### config.mk
export PLATFORM = sky130hd
export DESIGN_NAME = rv_rr_dispatcher_flat
export DESIGN_NICKNAME = d
export VERILOG_FILES = /design/src/rtl/rv_rr_dispatcher_if.sv /design/src/rtl/rv_rr_dispatcher.sv /design/src/flat_wrapper.sv
export SDC_FILE = /design/constraint.sdc
export NUM_CORES = 1
export LEC_CHECK = 0
export BUFFER_PORTS_ARGS = -buffer_cell sky130_fd_sc_hd__buf_2
export CAP_MARGIN = 20
export CORE_ASPECT_RATIO = 1.75
export CORE_UTILIZATION = 54
export DETAILED_ROUTE_END_ITERATION = 10
export PLACE_DENSITY = 0.84
export SLEW_MARGIN = 40
export SYNTH_ARGS = -nofsm -noshare
export SYNTH_HDL_FRONTEND = slang
export SYNTH_SLANG_ARGS = --single-unit
export TNS_END_PERCENT = 100
### constraint.sdc
create_clock -name clk -period 9.5 [get_ports clk]
set_input_delay 1.9 -clock clk [delete_from_list [all_inputs] [get_ports clk]]
set_output_delay 1.9 -clock clk [all_outputs]
set_load 0.05 [all_outputs]
### src/rtl/rv_rr_dispatcher_if.sv
// ---------------------------------------------------------------------
// rv_rr_dispatcher_if : stream-in / N-channel-out bundle for the dispatcher
// Rev 1.0
// ---------------------------------------------------------------------
`default_nettype none

interface rv_rr_dispatcher_if #(
  parameter int NUM_OUTS     = 4,
  parameter int DATA_WIDTH   = 32,
  parameter int LOG_NUM_OUTS = $clog2(NUM_OUTS)
);
  logic                           flush;
  logic                           valid_in;
  logic [DATA_WIDTH-1:0]          data_in;
  logic                           ready_in;
  logic [NUM_OUTS-1:0]            valid_out;
  logic [NUM_OUTS*DATA_WIDTH-1:0] data_out;
  logic [NUM_OUTS-1:0]            ready_out;
  logic [LOG_NUM_OUTS-1:0]        last_index;

  // master: producer plus consumers around the dispatcher
  modport master (
    output flush, valid_in, data_in, ready_out,
    input  ready_in, valid_out, data_out, last_index
  );

  modport slave (
    input  flush, valid_in, data_in, ready_out,
    output ready_in, valid_out, data_out, last_index
  );
endinterface

`default_nettype wire

### src/rtl/rv_rr_dispatcher.sv
// ---------------------------------------------------------------------
// rv_rr_dispatcher : spreads one valid/ready stream round-robin over
// NUM_OUTS registered output slots, skipping slots that cannot take a beat
// Rev 1.0
// ---------------------------------------------------------------------
`default_nettype none

module rv_rr_dispatcher #(
  parameter int NUM_OUTS     = 4,
  parameter int DATA_WIDTH   = 32,
  parameter int LOG_NUM_OUTS = $clog2(NUM_OUTS)
) (
  input  logic               clk,
  input  logic               reset,
  rv_rr_dispatcher_if.slave  bus
);

  localparam logic [LOG_NUM_OUTS-1:0] LAST_IDX = LOG_NUM_OUTS'(NUM_OUTS - 1);
  localparam logic [LOG_NUM_OUTS:0]   N_WIDE   = (LOG_NUM_OUTS + 1)'(NUM_OUTS);

  logic [NUM_OUTS-1:0]            valid_q, valid_d;
  logic [NUM_OUTS*DATA_WIDTH-1:0] data_q, data_d;
  logic [LOG_NUM_OUTS-1:0]        ptr_q, ptr_d;
  logic [LOG_NUM_OUTS-1:0]        last_q, last_d;

  logic [NUM_OUTS-1:0]            free;
  logic [LOG_NUM_OUTS-1:0]        grant;
  logic [LOG_NUM_OUTS:0]          cand;
  logic                           fire;

  // a slot draining this cycle is reusable in the same cycle
  assign free        = ~valid_q | bus.ready_out;
  assign bus.ready_in = |free;
  assign fire        = bus.valid_in & bus.ready_in;

  // walk offsets from the far end so the closest free slot to ptr wins
  always_comb begin
    grant = '0;
    cand  = '0;
    for (int k = NUM_OUTS - 1; k >= 0; k--) begin
      cand = {1'b0, ptr_q} + (LOG_NUM_OUTS + 1)'(k);
      if (cand >= N_WIDE) begin
        cand = cand - N_WIDE;
      end
      if (free[cand[LOG_NUM_OUTS-1:0]]) begin
        grant = cand[LOG_NUM_OUTS-1:0];
      end
    end
  end

  always_comb begin
    valid_d = valid_q;
    data_d  = data_q;
    ptr_d   = ptr_q;
    last_d  = last_q;
    if (bus.flush) begin
      valid_d = '0;
      ptr_d   = '0;
      last_d  = '0;
    end else begin
      for (int i = 0; i < NUM_OUTS; i++) begin
        if (valid_q[i] && bus.ready_out[i]) begin
          valid_d[i] = 1'b0;
        end
        if (fire && (grant == LOG_NUM_OUTS'(i))) begin
          valid_d[i]                        = 1'b1;
          data_d[i*DATA_WIDTH +: DATA_WIDTH] = bus.data_in;
        end
      end
      if (fire) begin
        ptr_d  = (grant == LAST_IDX) ? '0 : grant + 1'b1;
        last_d = grant;
      end
    end
  end

  always_ff @(posedge clk or posedge reset) begin
    if (reset) begin
      valid_q <= '0;
      data_q  <= '0;
      ptr_q   <= '0;
      last_q  <= '0;
    end else begin
      valid_q <= valid_d;
      data_q  <= data_d;
      ptr_q   <= ptr_d;
      last_q  <= last_d;
    end
  end

  assign bus.valid_out  = valid_q;
  assign bus.data_out   = data_q;
  assign bus.last_index = last_q;

endmodule

`default_nettype wire

### src/flat_wrapper.sv
// flat-port wrapper written by rule: the top's interface ports become plain ports
module rv_rr_dispatcher_flat 
#(
  parameter int NUM_OUTS     = 4,
  parameter int DATA_WIDTH   = 32,
  parameter int LOG_NUM_OUTS = $clog2(NUM_OUTS)
)
  (clk, reset, bus_flush, bus_valid_in, bus_data_in, bus_ready_out, bus_ready_in, bus_valid_out, bus_data_out, bus_last_index);
  rv_rr_dispatcher_if #(.NUM_OUTS(NUM_OUTS), .DATA_WIDTH(DATA_WIDTH), .LOG_NUM_OUTS(LOG_NUM_OUTS)) bus_i ();
  input  logic clk;
  input  logic reset;
  input wire logic [$bits(bus_i.flush)-1:0] bus_flush;
  input wire logic [$bits(bus_i.valid_in)-1:0] bus_valid_in;
  input wire logic [$bits(bus_i.data_in)-1:0] bus_data_in;
  input wire logic [$bits(bus_i.ready_out)-1:0] bus_ready_out;
  output wire logic [$bits(bus_i.ready_in)-1:0] bus_ready_in;
  output wire logic [$bits(bus_i.valid_out)-1:0] bus_valid_out;
  output wire logic [$bits(bus_i.data_out)-1:0] bus_data_out;
  output wire logic [$bits(bus_i.last_index)-1:0] bus_last_index;
  assign bus_i.flush = bus_flush;
  assign bus_i.valid_in = bus_valid_in;
  assign bus_i.data_in = bus_data_in;
  assign bus_i.ready_out = bus_ready_out;
  assign bus_ready_in = bus_i.ready_in;
  assign bus_valid_out = bus_i.valid_out;
  assign bus_data_out = bus_i.data_out;
  assign bus_last_index = bus_i.last_index;
  rv_rr_dispatcher #(.NUM_OUTS(NUM_OUTS), .DATA_WIDTH(DATA_WIDTH), .LOG_NUM_OUTS(LOG_NUM_OUTS)) u_core (.clk(clk), .reset(reset), .bus(bus_i));
endmodule
== Word level (Yosys, flattened, before mapping) ==
Index checks and enable logic that the tools add are counted.
Widths: inputs -> output; s select.
Cells by class
  bitwise operators: 4
  order comparisons: 8
  muxes and demuxes: 30
  $add $sub $neg: 8
  reductions and logical operators: 19
  equality and inequality tests: 3
Operators by type and width (number)
  $mux 2: 13
  $lt 2x3->1 const B: 4
  $mux 1: 12
  $reduce_bool 3->1: 4
  $ge 3x3->1 const B: 3
  $bmux 1 s2: 4
  $logic_and 1x1->1: 8
  $reduce_and 2->1: 4
  $sub 2x1->2 const B: 4
  $add 2x2->3 const B: 2
  $eq 2x2->1 const B: 2
  $mux 4: 1
  $not 4->4: 1
  $or 4x4->4: 1
  $reduce_or 4->1: 1
  $add 2x1->3 const B: 1
  $ge 2x3->1 const B: 1
  $add 2x1->2 const B: 1
  $eq 2x1->1 const B: 1
  $logic_not 2->1: 1
  $reduce_bool 2->1: 1
  $and 1x1->1: 1
  $not 1->1: 1
Word-level totals
  flip-flop bits (word level): 136
  input bits: 40
  word-level logic and storage cells: 82

== Logic depth before layout (Yosys ltp) ==
Gate-level depths: netlist of the first run.
  word-level depth: 13
  depth in mapped cells: 8
  depth with buffers taken out: 7

== Least setup slack after synthesis of the first run ==
No wires, ideal clock.
  kind: input-to-output
  start point: input port bus_ready_out[2]
  end point: output port bus_ready_in
  required time: 7.600 ns
  arrival time: 2.761 ns
  path buffers: 0
  cell stages on the path: 2
  setup slack: 4.839 ns
  cells stage by stage: nand2b_1 > or4_4
On the way
  longest elaborated chain between the ends: 2
Ends and longest elaborated chain
  from (decl): RTL line flat_wrapper.sv:15  | input wire logic [$bits(bus_i.ready_out)-1:0] bus_ready_out;
  $or 4x4->4: RTL line rv_rr_dispatcher.sv:32  | assign free = ~valid_q | bus.ready_out;
  $reduce_or 4->1: RTL line rv_rr_dispatcher.sv:33  | assign bus.ready_in = |free;
  to (decl): RTL line flat_wrapper.sv:16  | output wire logic [$bits(bus_i.ready_in)-1:0] bus_ready_in;
Every way passes these cells.

== Final worst setup path of the first run ==
Same ends and word-level chain as after synthesis.

==> impl_results.md, run 1 <==
* Die Span X at 77.6 um
* Multi-input logic area at 1860 um2
* Placed Area at about 6300 um2
* Final #Nets at around 550
* Post-CTS Hold Buffers at 0
* PortBufs at roughly 170
* Clock Root Buffer: clkbuf_16
* Worst slew pin tran at between 0.6 and 0.7 ns
* CTS Buffer Depth at 2
* Vias at about 3400
* Slew margin rel. at 54.4%
* Mapped cell area at approximately 5400 um2
* Largest family of logic cells by synthesized area: multiplexers
* Slowest stage delay, CP at a little under 0.6 ns
* GRT Resource Usage Total at 24.6%
* Detailed-route wire length per cell at 18.6 um
* # setup viols final at 0
* Vias in the first global route at roughly 3700
* Seq cells post-synth at around 140
* Final worst setup slack at about 4.5 ns
* Fin cells at approximately 640
* Via density at approximately 5.3
* Die Height at 134 um
* CP Max Fanout at 6
* Worst path cell trace: buf_2 > nand2b_1 > or4_4 > buf_2
* Sinks on Clock Net at ~140
* Post-synthesis xor/xnor area fraction at 0%
* Setup TNS at 0 ns
* CP required at between 7 and 8 ns
* TritonRoute pass-1 iters at 4
* Inserted Clock Buffers at 17
* CP delay by family, top: simple AND/OR/NAND/NOR gates
* Post-synthesis simple-gate area fraction at 2.66%
* Synthesized Nets at between 300 and 400
* Design area at between 6000 and 7000 um2
* F_max at just over 200 MHz
* CTS tree: done
* Sequential cell area at 3400 um2
* Rows at 48
* Post-cts sizing count at 0
* Minimum clock period at about 5 ns
* Core area at between 9000 and 10000 um2
* Setup Buffers After CTS at 0
* Pre-CTS WS at between 4 and 5 ns
* Initial core utilization at between 50% and 60%
* Cell repeated most along the worst path: buf_2
* Antenna-violating nets left at 0
* RSZ-0062 raised after global routing: no
* Layout cells sized above 1 at between 60% and 70%
* Initial antenna violation count at 0
* Worst EP arrival at slightly above 3 ns
* Final hold violations at 0
* Fill cells at 660
* Clock Latency Late Sink at between 0.4 and 0.5 ns
* CP bufs+invs at 2
* DRT iter0 DRCs at 127
* Total gr overflow at 0
* Post-synthesis mux area share at roughly 29%
* Ports at between 150 and 200
* Slew Limit Fails at 0
* Total wire length at between 10000 and 15000 um
* Hold WC Path Type: flop to flop
* Avg Cell Area, Syn at approximately 17 um2
* Largest net degree at the start of global routing at slightly below 80
* Status: finished clean
* Complex-gate fraction of the synthesized area at between 2 and 2.5%
* Max Cap Viol at 0
* Placed cell count at 610
* # DRC at 0
* Critical path class: input pin to output pin
* Fin crit share at a little over half
* Final HPWL DP at 8150 um
* Yosys warns at 0
* Clk pin slew, worst setup/hold paths at about 0.060 ns
* Synth unique cells at 30
* Adder-Cell Fraction of Synth Area at less than 1%
* Startpoint types: input pin
* Slowest cell on the critical path: or4_4
* # diodes at 0
* Mapped Cells at between 300 and 400
* Worst Clk Skew at 0.00852 ns
* Die area at approximately 10000 um2
* Register area share after synthesis at 63.0%
* First-pass GRT wire length at roughly 19000 um
* CP Capture Type: output pin
* Gpl congestion at a little over 0.8
* P&R area growth vs syn at 29.1%
* H-tree levels at 4
[per-layer routing]
| layer | track usage [%] | routed length (um) |
|---|---|---|
| met1 | 26.6 | 4570 |
| met5 | 0 | 0 |
| met2 | 44.1 | 6530 |
| met4 | 9.64 | 201 |
| met3 | 7.69 | 635 |
[worst paths after layout]
path	startpoint	endpoint	slack [ns]	cells past startpoint
max reg2reg	u_core.bus.valid_out[2]$_DFFE_PP0P_	u_core.bus.data_out[61]$_DFFE_PP0P_	6.68	6
max	bus_ready_out[2]	bus_ready_in	4.53	4
min reg2reg	u_core.bus.last_index[1]$_DFFE_PP0P_	u_core.bus.last_index[1]$_DFFE_PP0P_	0.48	2
min in group asynchronous	reset	u_core.bus.data_out[14]$_DFFE_PP0P_	1.55	2
max in group asynchronous	reset	u_core.bus.data_out[33]$_DFFE_PP0P_	6.88	3
min	u_core.bus.last_index[1]$_DFFE_PP0P_	u_core.bus.last_index[1]$_DFFE_PP0P_	0.48	2
[worst min-delay path, stage by stage (launching register included)]
cell and delay, ns:
dfrtp_1 0.34, nand2_1 0.05, o21ai_0 0.06
[state kept, by name, summed over array words and instances, names as in the netlist]
register / flops
u_core.bus.data_out: 128
u_core.bus.valid_out: 4
u_core.bus.last_index: 2
u_core.ptr_q: 2
[cell type report]
cell class / count / share of cell area, %
Clock buffer: 23 / 7.29
Clock inverter: 9 / 1.61
Inverter: 4 / 0.287
Multi-Input combinational cell: 168 / 26.6
Sequential cell: 136 / 48.8
Tap cell: 125 / 2.24
Timing Repair Buffer: 177 / 13.2
[Yosys cell counts]
cell type / number / area share [%]
dfrtp_1: 136 / 63
mux2_2: 96 / 20
mux2_4: 29 / 8.1
buf_6: 7 / 1.5
o21ai_0: 7 / 0.65
inv_1: 4 / 0.28
nor2_1: 4 / 0.28
nor2b_1: 4 / 0.46
a21oi_1: 3 / 0.28
buf_4: 3 / 0.42
buf_8: 3 / 0.83
mux2_1: 3 / 0.63
nand2_1: 3 / 0.21
nand2b_1: 3 / 0.35
a211oi_1: 1 / 0.14
a22o_1: 1 / 0.16
a22oi_1: 1 / 0.14
a22oi_2: 1 / 0.23
ha_1: 1 / 0.23
nand2_2: 1 / 0.12
nand2b_2: 1 / 0.16
nand3_1: 1 / 0.093
nand3_2: 1 / 0.19
nand3b_2: 1 / 0.21
nor3b_2: 1 / 0.23
o211ai_2: 1 / 0.23
o221ai_1: 1 / 0.16
o31ai_4: 1 / 0.39
or3b_1: 1 / 0.16
or4_4: 1 / 0.21
[per-stage QoR]
step,hold slack (ns),util (%)
after floorplan,0.531,-
after global placement,0.465,64.4
after detailed placement,0.470,64.9
after CTS,0.483,71.2
after global routing,0.503,71.2
final,0.480,71.2
[logic make-up after synthesis]
family,after synthesis
flip-flops,136
buffers and inverters,17
adder cells (fa/ha/maj),1
AO/OA/AOI/OAI,17
multiplexers,128
AND/OR/NAND/NOR,22
[layout by cell type (no fill, tap or decap), types with 2 or more instances in the layout]
| cell | Yosys | layout |
|---|---|---|
| clkbuf_16 | 0 | 17 |
| nand2b_1 | 3 | 3 |
| clkbuf_8 | 0 | 6 |
| a21oi_1 | 3 | 3 |
| dfrtp_1 | 136 | 136 |
| bufinv_16 | 0 | 2 |
| inv_1 | 4 | 3 |
| o21ai_0 | 7 | 7 |
| mux2_2 | 96 | 96 |
| nor2_1 | 4 | 3 |
| mux2_4 | 29 | 29 |
| nor2b_1 | 4 | 4 |
| clkinvlp_4 | 0 | 4 |
| buf_2 | 0 | 174 |
| inv_6 | 0 | 2 |
| mux2_1 | 3 | 3 |
| nand2_1 | 3 | 3 |
Power of run 1 is not shown: default switching activity piles up to over one toggle a cycle in this logic, so the estimate is an artifact.
==> run 2, diff against run 1 <==
--- a/config.mk
+++ b/config.mk
@@ -5,12 +5,13 @@
 export SDC_FILE = /design/constraint.sdc
 export NUM_CORES = 1
 export LEC_CHECK = 0
+export ABC_AREA = 1
 export BUFFER_PORTS_ARGS = -buffer_cell sky130_fd_sc_hd__buf_2
 export CAP_MARGIN = 20
 export CORE_ASPECT_RATIO = 1.75
-export CORE_UTILIZATION = 54
+export CORE_UTILIZATION = 46
 export DETAILED_ROUTE_END_ITERATION = 10
-export PLACE_DENSITY = 0.84
+export PLACE_DENSITY = 0.76
 export SLEW_MARGIN = 40
 export SYNTH_ARGS = -nofsm -noshare
 export SYNTH_HDL_FRONTEND = slang
==> constraint.sdc (replaced) <==
create_clock -name clk -period 4.5 [get_ports clk]
set_input_delay 0.9 -clock clk [delete_from_list [all_inputs] [get_ports clk]]
set_output_delay 0.9 -clock clk [all_outputs]
set_load 0.05 [all_outputs]
==> impl_results.md, run 2 <==
* Synth top area share at 59.7% (was 63.0%)
* Vias at 5102 (was 3390)
* Area leader, netlist: dfrtp_1 (unchanged)
* Post-synthesis mux area share at 0% (was 28.7%)
* Synth area leaders: dfrtp_1 (60%), nand2_1 (19%), nand3_1 (7.0%), nand4_1 (3.5%), o21ai_0 (2.9%) (was dfrtp_1 (63%), mux2_2 (20%), mux2_4 (8.1%), buf_6 (1.5%), buf_8 (0.83%))
* Die area at 12900 um2 (was 10400 um2)
* Avg Cell Area, Syn at 8.86 um2 (was 16.8 um2)
* Setup Buffers After CTS at 0 (unchanged)
* CP required at 4.80 ns (was 7.60 ns)
* Placed Area at 6680 um2 (was 6350 um2)
* Complex-gate fraction of the synthesized area at 3.69% (was 2.39%)
* Die Height at 149 um (was 134 um)
* Total gr overflow at 0 (unchanged)
* Leak at approximately 4.2 nW
* Initial core utilization at 47.2% (was 55.2%)
* # setup viols final at 0 (unchanged)
* Final worst setup slack at 1.62 ns (was 4.53 ns)
* Sequential cell area at 3400 um2 (unchanged)
* Worst vdd ir at about 0.40 mV
* Post-cts sizing count at 0 (unchanged)
* Minimum clock period at between 2 and 3 ns
* Detailed-route wire length per cell at 16.6 um (was 18.6 um)
* Seq cells post-synth at 136 (unchanged)
* Primary FF master, synth: dfrtp_1 (unchanged)
* Fin crit share at between 60% and 70%
* Largest net degree at the start of global routing at 69 (was 77)
* Slew margin rel. at 52.2% (was 54.4%)
* RSZ-0062 raised after global routing: no (unchanged)
* Slowest stage delay, CP at 0.44 ns (was 0.59 ns)
* Worst Clk Skew at 0.00805 ns (was 0.00852 ns)
* Die Span X at 86.1 um (was 77.6 um)
* Core area at 12100 um2 (was 9790 um2)
* Largest family of logic cells by synthesized area: simple AND/OR/NAND/NOR gates (was multiplexers)
* Post-synthesis simple-gate area fraction at 31.2% (was 2.66%)
* Max reg flops at 128 (unchanged)
* Cell repeated most along the worst path: nand2_1 (was buf_2)
* Vias in the first global route at 4917 (was 3674)
* First-pass GRT wire length at 26000 um (was 19000 um)
* # diodes at 0 (unchanged)
* Synth unique cells at 21 (was 30)
* DRT iter0 DRCs at 371 (was 127)
* Slowest cell on the critical path: nand2_1 (was or4_4)
* F_max at 347 MHz
* Synth async-reset ratio at 100% (unchanged)
* Post-CTS Hold Buffers at 0 (unchanged)
* Fill cells at 1091 (was 660)
* Rows at 53 (was 48)
* Via density at 5.17 (was 5.28)
* Mapped cell area at 5700 um2 (was 5400 um2)
* CP Capture Type: flop (was output pin)
* P&R area growth vs syn at 28.4% (was 29.1%)
* Startpoint types: input pin (unchanged)
* Ports at 175 (unchanged)
* GRT Resource Usage Total at 26.9% (was 24.6%)
* PD cells at roughly 940 nW/um2
* CTS tree: done (unchanged)
* Slew Limit Fails at 0 (unchanged)
* Synthesized Nets at 684 (was 362)
* Total wire length at 16400 um (was 11900 um)
* Register area share after synthesis at 59.7% (was 63.0%)
* Status: finished clean (unchanged)
* Mapped Cells at 643 (was 321)
* Commonest cells in the synthesized netlist: nand2_1 (281), dfrtp_1 (136), nand3_1 (80), o21ai_0 (33), nand4_1 (32) (was dfrtp_1 (136), mux2_2 (96), mux2_4 (29), buf_6 (7), o21ai_0 (7))
* Final #Nets at 849 (was 545)
* Worst path cell trace: buf_2 > inv_1 > nand3_1 > nand3_4 > nand2_1 > inv_1 > nand3_1 > nand2_4 > ha_1 > nand2_1 > buf_4 > nand2_1 > nand2_1 (was buf_2 > nand2b_1 > or4_4 > buf_2)
* Commonest non-fill, non-tap cell in the layout: nand2_1 (was buf_2)
* Clock Root Buffer: clkbuf_16 (unchanged)
* H-tree levels at 4 (unchanged)
* Antenna-violating nets left at 0 (unchanged)
* Clk pin slew, worst setup/hold paths at 0.06 ns (about the same)
* Most numerous cell in the Yosys netlist: nand2_1 (was dfrtp_1)
* Total Power at 6.86 mW
* Design area at 7320 um2 (was 6970 um2)
* CP Max Fanout at 31 (was 6)
* Worst slew pin tran at 0.715 ns (was 0.684 ns)
* Hold WC Path Type: flop to flop (unchanged)
* Inserted Clock Buffers at 17 (unchanged)
* Multi-input logic area at 2000 um2 (was 1860 um2)
* Max Cap Viol at 0 (unchanged)
* Final HPWL DP at 11100 um (was 8150 um)
* CTS Buffer Depth at 2 (unchanged)
* Number of synthesized flops with an enable pin at 0 (unchanged)
* Sinks on Clock Net at 136 (unchanged)
* Setup TNS at 0 ns (unchanged)
* Post-synthesis xor/xnor area fraction at 0% (unchanged)
* Clock Latency Late Sink at 0.41 ns (about the same)
* Critical path class: input pin to flop (was input pin to output pin)
* Adder-Cell Fraction of Synth Area at 0.220% (was 0.232%)
* Worst EP arrival at 3.18 ns (was 3.07 ns)
* Pre-CTS WS at 1.19 ns (was 4.55 ns)
* Layout cells sized above 1 at 28.4% (was 66.9%)
* Yosys warns at 0 (unchanged)
* TritonRoute pass-1 iters at 5 (was 4)
* Most frequent cells in the layout: nand2_1 (281), buf_2 (174), dfrtp_1 (136) (was buf_2 (174), dfrtp_1 (136), mux2_2 (96))
* Final hold violations at 0 (unchanged)
* # DRC at 0 (unchanged)
* Gpl congestion at 0.836 (was 0.804)
* Initial antenna violation count at 0 (unchanged)
* PortBufs at 174 (unchanged)
run 2: final timing paths:
check	to	slack, ns	cells after the start	startpoint
max in group asynchronous	u_core.bus.data_out[19]$_DFFE_PP0P_	3.08	4	reset
worst max register to register	u_core.bus.data_out[78]$_DFFE_PP0P_	1.69	12	u_core.ptr_q[1]$_DFFE_PP0P_
min in group asynchronous	u_core.bus.data_out[71]$_DFFE_PP0P_	0.52	2	reset
worst min-delay path	u_core.bus.data_out[94]$_DFFE_PP0P_	0.46	2	u_core.bus.data_out[94]$_DFFE_PP0P_
worst min register to register	u_core.bus.data_out[94]$_DFFE_PP0P_	0.46	2	u_core.bus.data_out[94]$_DFFE_PP0P_
worst max-delay path	u_core.bus.data_out[78]$_DFFE_PP0P_	1.62	13	bus_ready_out[1]
run 2: stage by stage:
stage	hold slack (ns)	instances	util (%)
final	0.461	986	60.6
after global routing	0.486	986	60.6
after detailed placement	0.453	953	55.4
after global placement	0.449	951	55.1
after floorplan	0.683	643	-
after CTS	0.467	985	60.4
run 2: worst max-delay path, delay by kind of cell:
kind / cells / cell delay (ns)
buf+inv: 4 / 0.64
simple gates: 8 / 1.39
fa+ha+maj: 1 / 0.24
run 2: final cells by class:
| type | instances | area share (%) |
|---|---|---|
| Tap cell | 165 | 2.82 |
| Clock inverter | 11 | 2.02 |
| Inverter | 18 | 0.975 |
| Sequential cell | 136 | 46.5 |
| Clock buffer | 21 | 6.29 |
| Timing Repair Buffer | 188 | 14.0 |
| Multi-Input combinational cell | 447 | 27.3 |
run 2: power breakdown:
group	switching (mW)	leakage (nW)	internal, mW
combinational	2.76	2.14	0.667
clock	0.513	0.297	0.901
sequential	0.302	1.75	1.72
total	3.58	4.18	3.29
run 2: routing by layer:
layer | track usage, % | up-vias | share of wire (%)
li1 | - | 2427 | -
met1 | 31.6 | 2415 | 39
met2 | 45.7 | 210 | 52
met3 | 5.37 | 50 | 5.0
met4 | 14.2 | 0 | 4.4
met5 | 0 | - | 0
run 2: cell families after synthesis:
logic type | after synthesis
buffers and inverters | 60
AND/OR/NAND/NOR | 407
AO/OA/AOI/OAI | 39
flip-flops | 136
adder cells (fa/ha/maj) | 1
Note: power is estimated with default switching activity, not from simulation.
==> run 3, diff against run 2 <==
--- a/config.mk
+++ b/config.mk
@@ -5,13 +5,13 @@
 export SDC_FILE = /design/constraint.sdc
 export NUM_CORES = 1
 export LEC_CHECK = 0
-export ABC_AREA = 1
+export ABC_AREA = 0
 export BUFFER_PORTS_ARGS = -buffer_cell sky130_fd_sc_hd__buf_2
 export CAP_MARGIN = 20
 export CORE_ASPECT_RATIO = 1.75
-export CORE_UTILIZATION = 46
+export CORE_UTILIZATION = 50
 export DETAILED_ROUTE_END_ITERATION = 10
-export PLACE_DENSITY = 0.76
+export PLACE_DENSITY = 0.79
 export SLEW_MARGIN = 40
 export SYNTH_ARGS = -nofsm -noshare
 export SYNTH_HDL_FRONTEND = slang
==> constraint.sdc (replaced) <==
create_clock -name clk -period 2.8 [get_ports clk]
set_input_delay 0.56 -clock clk [delete_from_list [all_inputs] [get_ports clk]]
set_output_delay 0.56 -clock clk [all_outputs]
set_load 0.05 [all_outputs]
==> impl_results.md, run 3 (synthesis gave the netlist of run 1 again) <==
* Initial antenna violation count at 1 (was 0)
* Commonest non-fill, non-tap cell in the layout: buf_2 (was nand2_1)
* F_max at between 400 and 500 MHz
* Largest net degree at the start of global routing at 137 (was 69)
* DRT iter0 DRCs at 86 (was 371)
* Startpoint types: flop (was input pin)
* CTS Buffer Depth at 2 (unchanged)
* Final hold violations at 0 (unchanged)
* Slew Limit Fails at 0 (unchanged)
* CP required at 2.24 ns (was 4.80 ns)
* Setup Buffers After CTS at 0 (unchanged)
* Clock Latency Late Sink at 0.40 ns (was 0.41 ns)
* First-pass GRT wire length at 19400 um (was 26000 um)
* Clk pin slew, worst setup/hold paths at 0.06 ns (about the same)
* Final #Nets at 551 (was 849)
* Die area at 11200 um2 (was 12900 um2)
* Final worst setup slack at 0.499 ns (was 1.62 ns)
* Min Hold Slack at 0.329 ns (was 0.461 ns)
* Core area at 10400 um2 (was 12100 um2)
* Vias in the first global route at 3791 (was 4917)
* Worst slew pin tran at 0.737 ns (was 0.715 ns)
* Post-CTS Hold Buffers at 0 (unchanged)
* H-tree levels at 4 (unchanged)
* Total gr overflow at 0 (unchanged)
* Minimum clock period at between 2 and 2.5 ns
* Rows at 49 (was 53)
* P&R area growth vs syn at 30.2% (was 28.4%)
* Worst Clk Skew at 0.00779 ns (was 0.00805 ns)
* Initial core utilization at 52.1% (was 47.2%)
* Setup TNS at 0 ns (unchanged)
* Die Height at 139 um (was 149 um)
* PortBufs at 174 (unchanged)
* Status: finished clean (unchanged)
* Final HPWL DP at 8410 um (was 11100 um)
* Antenna-violating nets left at 0 (unchanged)
* Hold WC Path Type: input pin to asynchronous set/reset pin (was flop to flop)
* CP Max Fanout at 6 (was 31)
* Die Span X at 80.6 um (was 86.1 um)
* Slew margin rel. at 50.9% (was 52.2%)
* CTS tree: done (unchanged)
* Detailed-route wire length per cell at 18.3 um (was 16.6 um)
* Max reg flops at 128 (unchanged)
* CP Capture Type: output pin (was flop)
* R2r setup slk at 0.56 ns (was 1.69 ns)
* Gpl congestion at 0.805 (was 0.836)
* Total wire length at 11900 um (was 16400 um)
* Ports at 175 (unchanged)
* RSZ-0062 raised after global routing: no (unchanged)
* Via density at 5.22 (was 5.17)
* Post-cts sizing count at 0 (unchanged)
* Fin crit share at a little over 80%
* Inserted Clock Buffers at 17 (unchanged)
* # setup viols final at 0 (unchanged)
* Vias at 3398 (was 5102)
* Layout cells sized above 1 at 66.9% (was 28.4%)
* Worst EP arrival at 1.74 ns (was 3.18 ns)
* Max Cap Viol at 0 (unchanged)
* # DRC at 0 (unchanged)
* TritonRoute pass-1 iters at 4 (was 5)
* GRT Resource Usage Total at 23.2% (was 26.9%)
* Most frequent cells in the layout: buf_2 (174), dfrtp_1 (136), mux2_2 (96) (was nand2_1 (281), buf_2 (174), dfrtp_1 (136))
* Critical path class: flop to output pin (was input pin to flop)
* Sinks on Clock Net at 136 (unchanged)
* Clock Root Buffer: clkbuf_16 (unchanged)
* Pre-CTS WS at 0.210 ns (was 1.19 ns)
run 3: cell type report:
cell class | count | area [um2]
Sequential cell | 136 | 3400
Fill cell | 764 | 3330
Multi-Input combinational cell | 168 | 1840
Timing Repair Buffer | 183 | 1010
Clock buffer | 20 | 447
Tap cell | 127 | 159
Clock inverter | 12 | 151
Inverter | 4 | 18.8
Antenna cell | 1 | 2.50
run 3: worst paths after layout:
kind | start | depth (start not counted) | endpoint
max in group asynchronous | reset | 3 | u_core.bus.data_out[25]$_DFFE_PP0P_
max | u_core.bus.valid_out[2]$_DFFE_PP0P_ | 3 | bus_ready_in
min | reset | 3 | u_core.bus.valid_out[2]$_DFFE_PP0P_
max reg2reg | u_core.ptr_q[1]$_DFFE_PP0P_ | 6 | u_core.bus.data_out[48]$_DFFE_PP0P_
min reg2reg | u_core.bus.last_index[0]$_DFFE_PP0P_ | 2 | u_core.bus.last_index[0]$_DFFE_PP0P_
min in group clk | bus_flush | 2 | u_core.bus.valid_out[3]$_DFFE_PP0P_
run 3: per-layer routing:
| metal | wire (um) | track usage, % | up-vias |
|---|---|---|---|
| li1 | - | - | 1521 |
| met1 | 4370 | 24.6 | 1749 |
| met2 | 6770 | 42.2 | 116 |
| met3 | 611 | 6.62 | 12 |
| met4 | 176 | 8.46 | 0 |
| met5 | 0 | 0 | - |
run 3: critical path, stage by stage (launching register included):
cell,delay (ns)
dfrtp_1,0.35
nand2b_1,0.16
or4_4,0.58
buf_2,0.24
run 3: through the flow:
stage / area [um2] / utilization, % / std cells
2_1_floorplan: 5400 / - / 321
6_report: 7030 / 67.9 / 651
4_1_cts: 7030 / 67.9 / 650
5_1_grt: 7030 / 67.9 / 651
3_5_place_dp: 6430 / 62.1 / 618
3_3_place_gp: 6400 / 61.8 / 617
Power of run 3 is left out for the same reason.
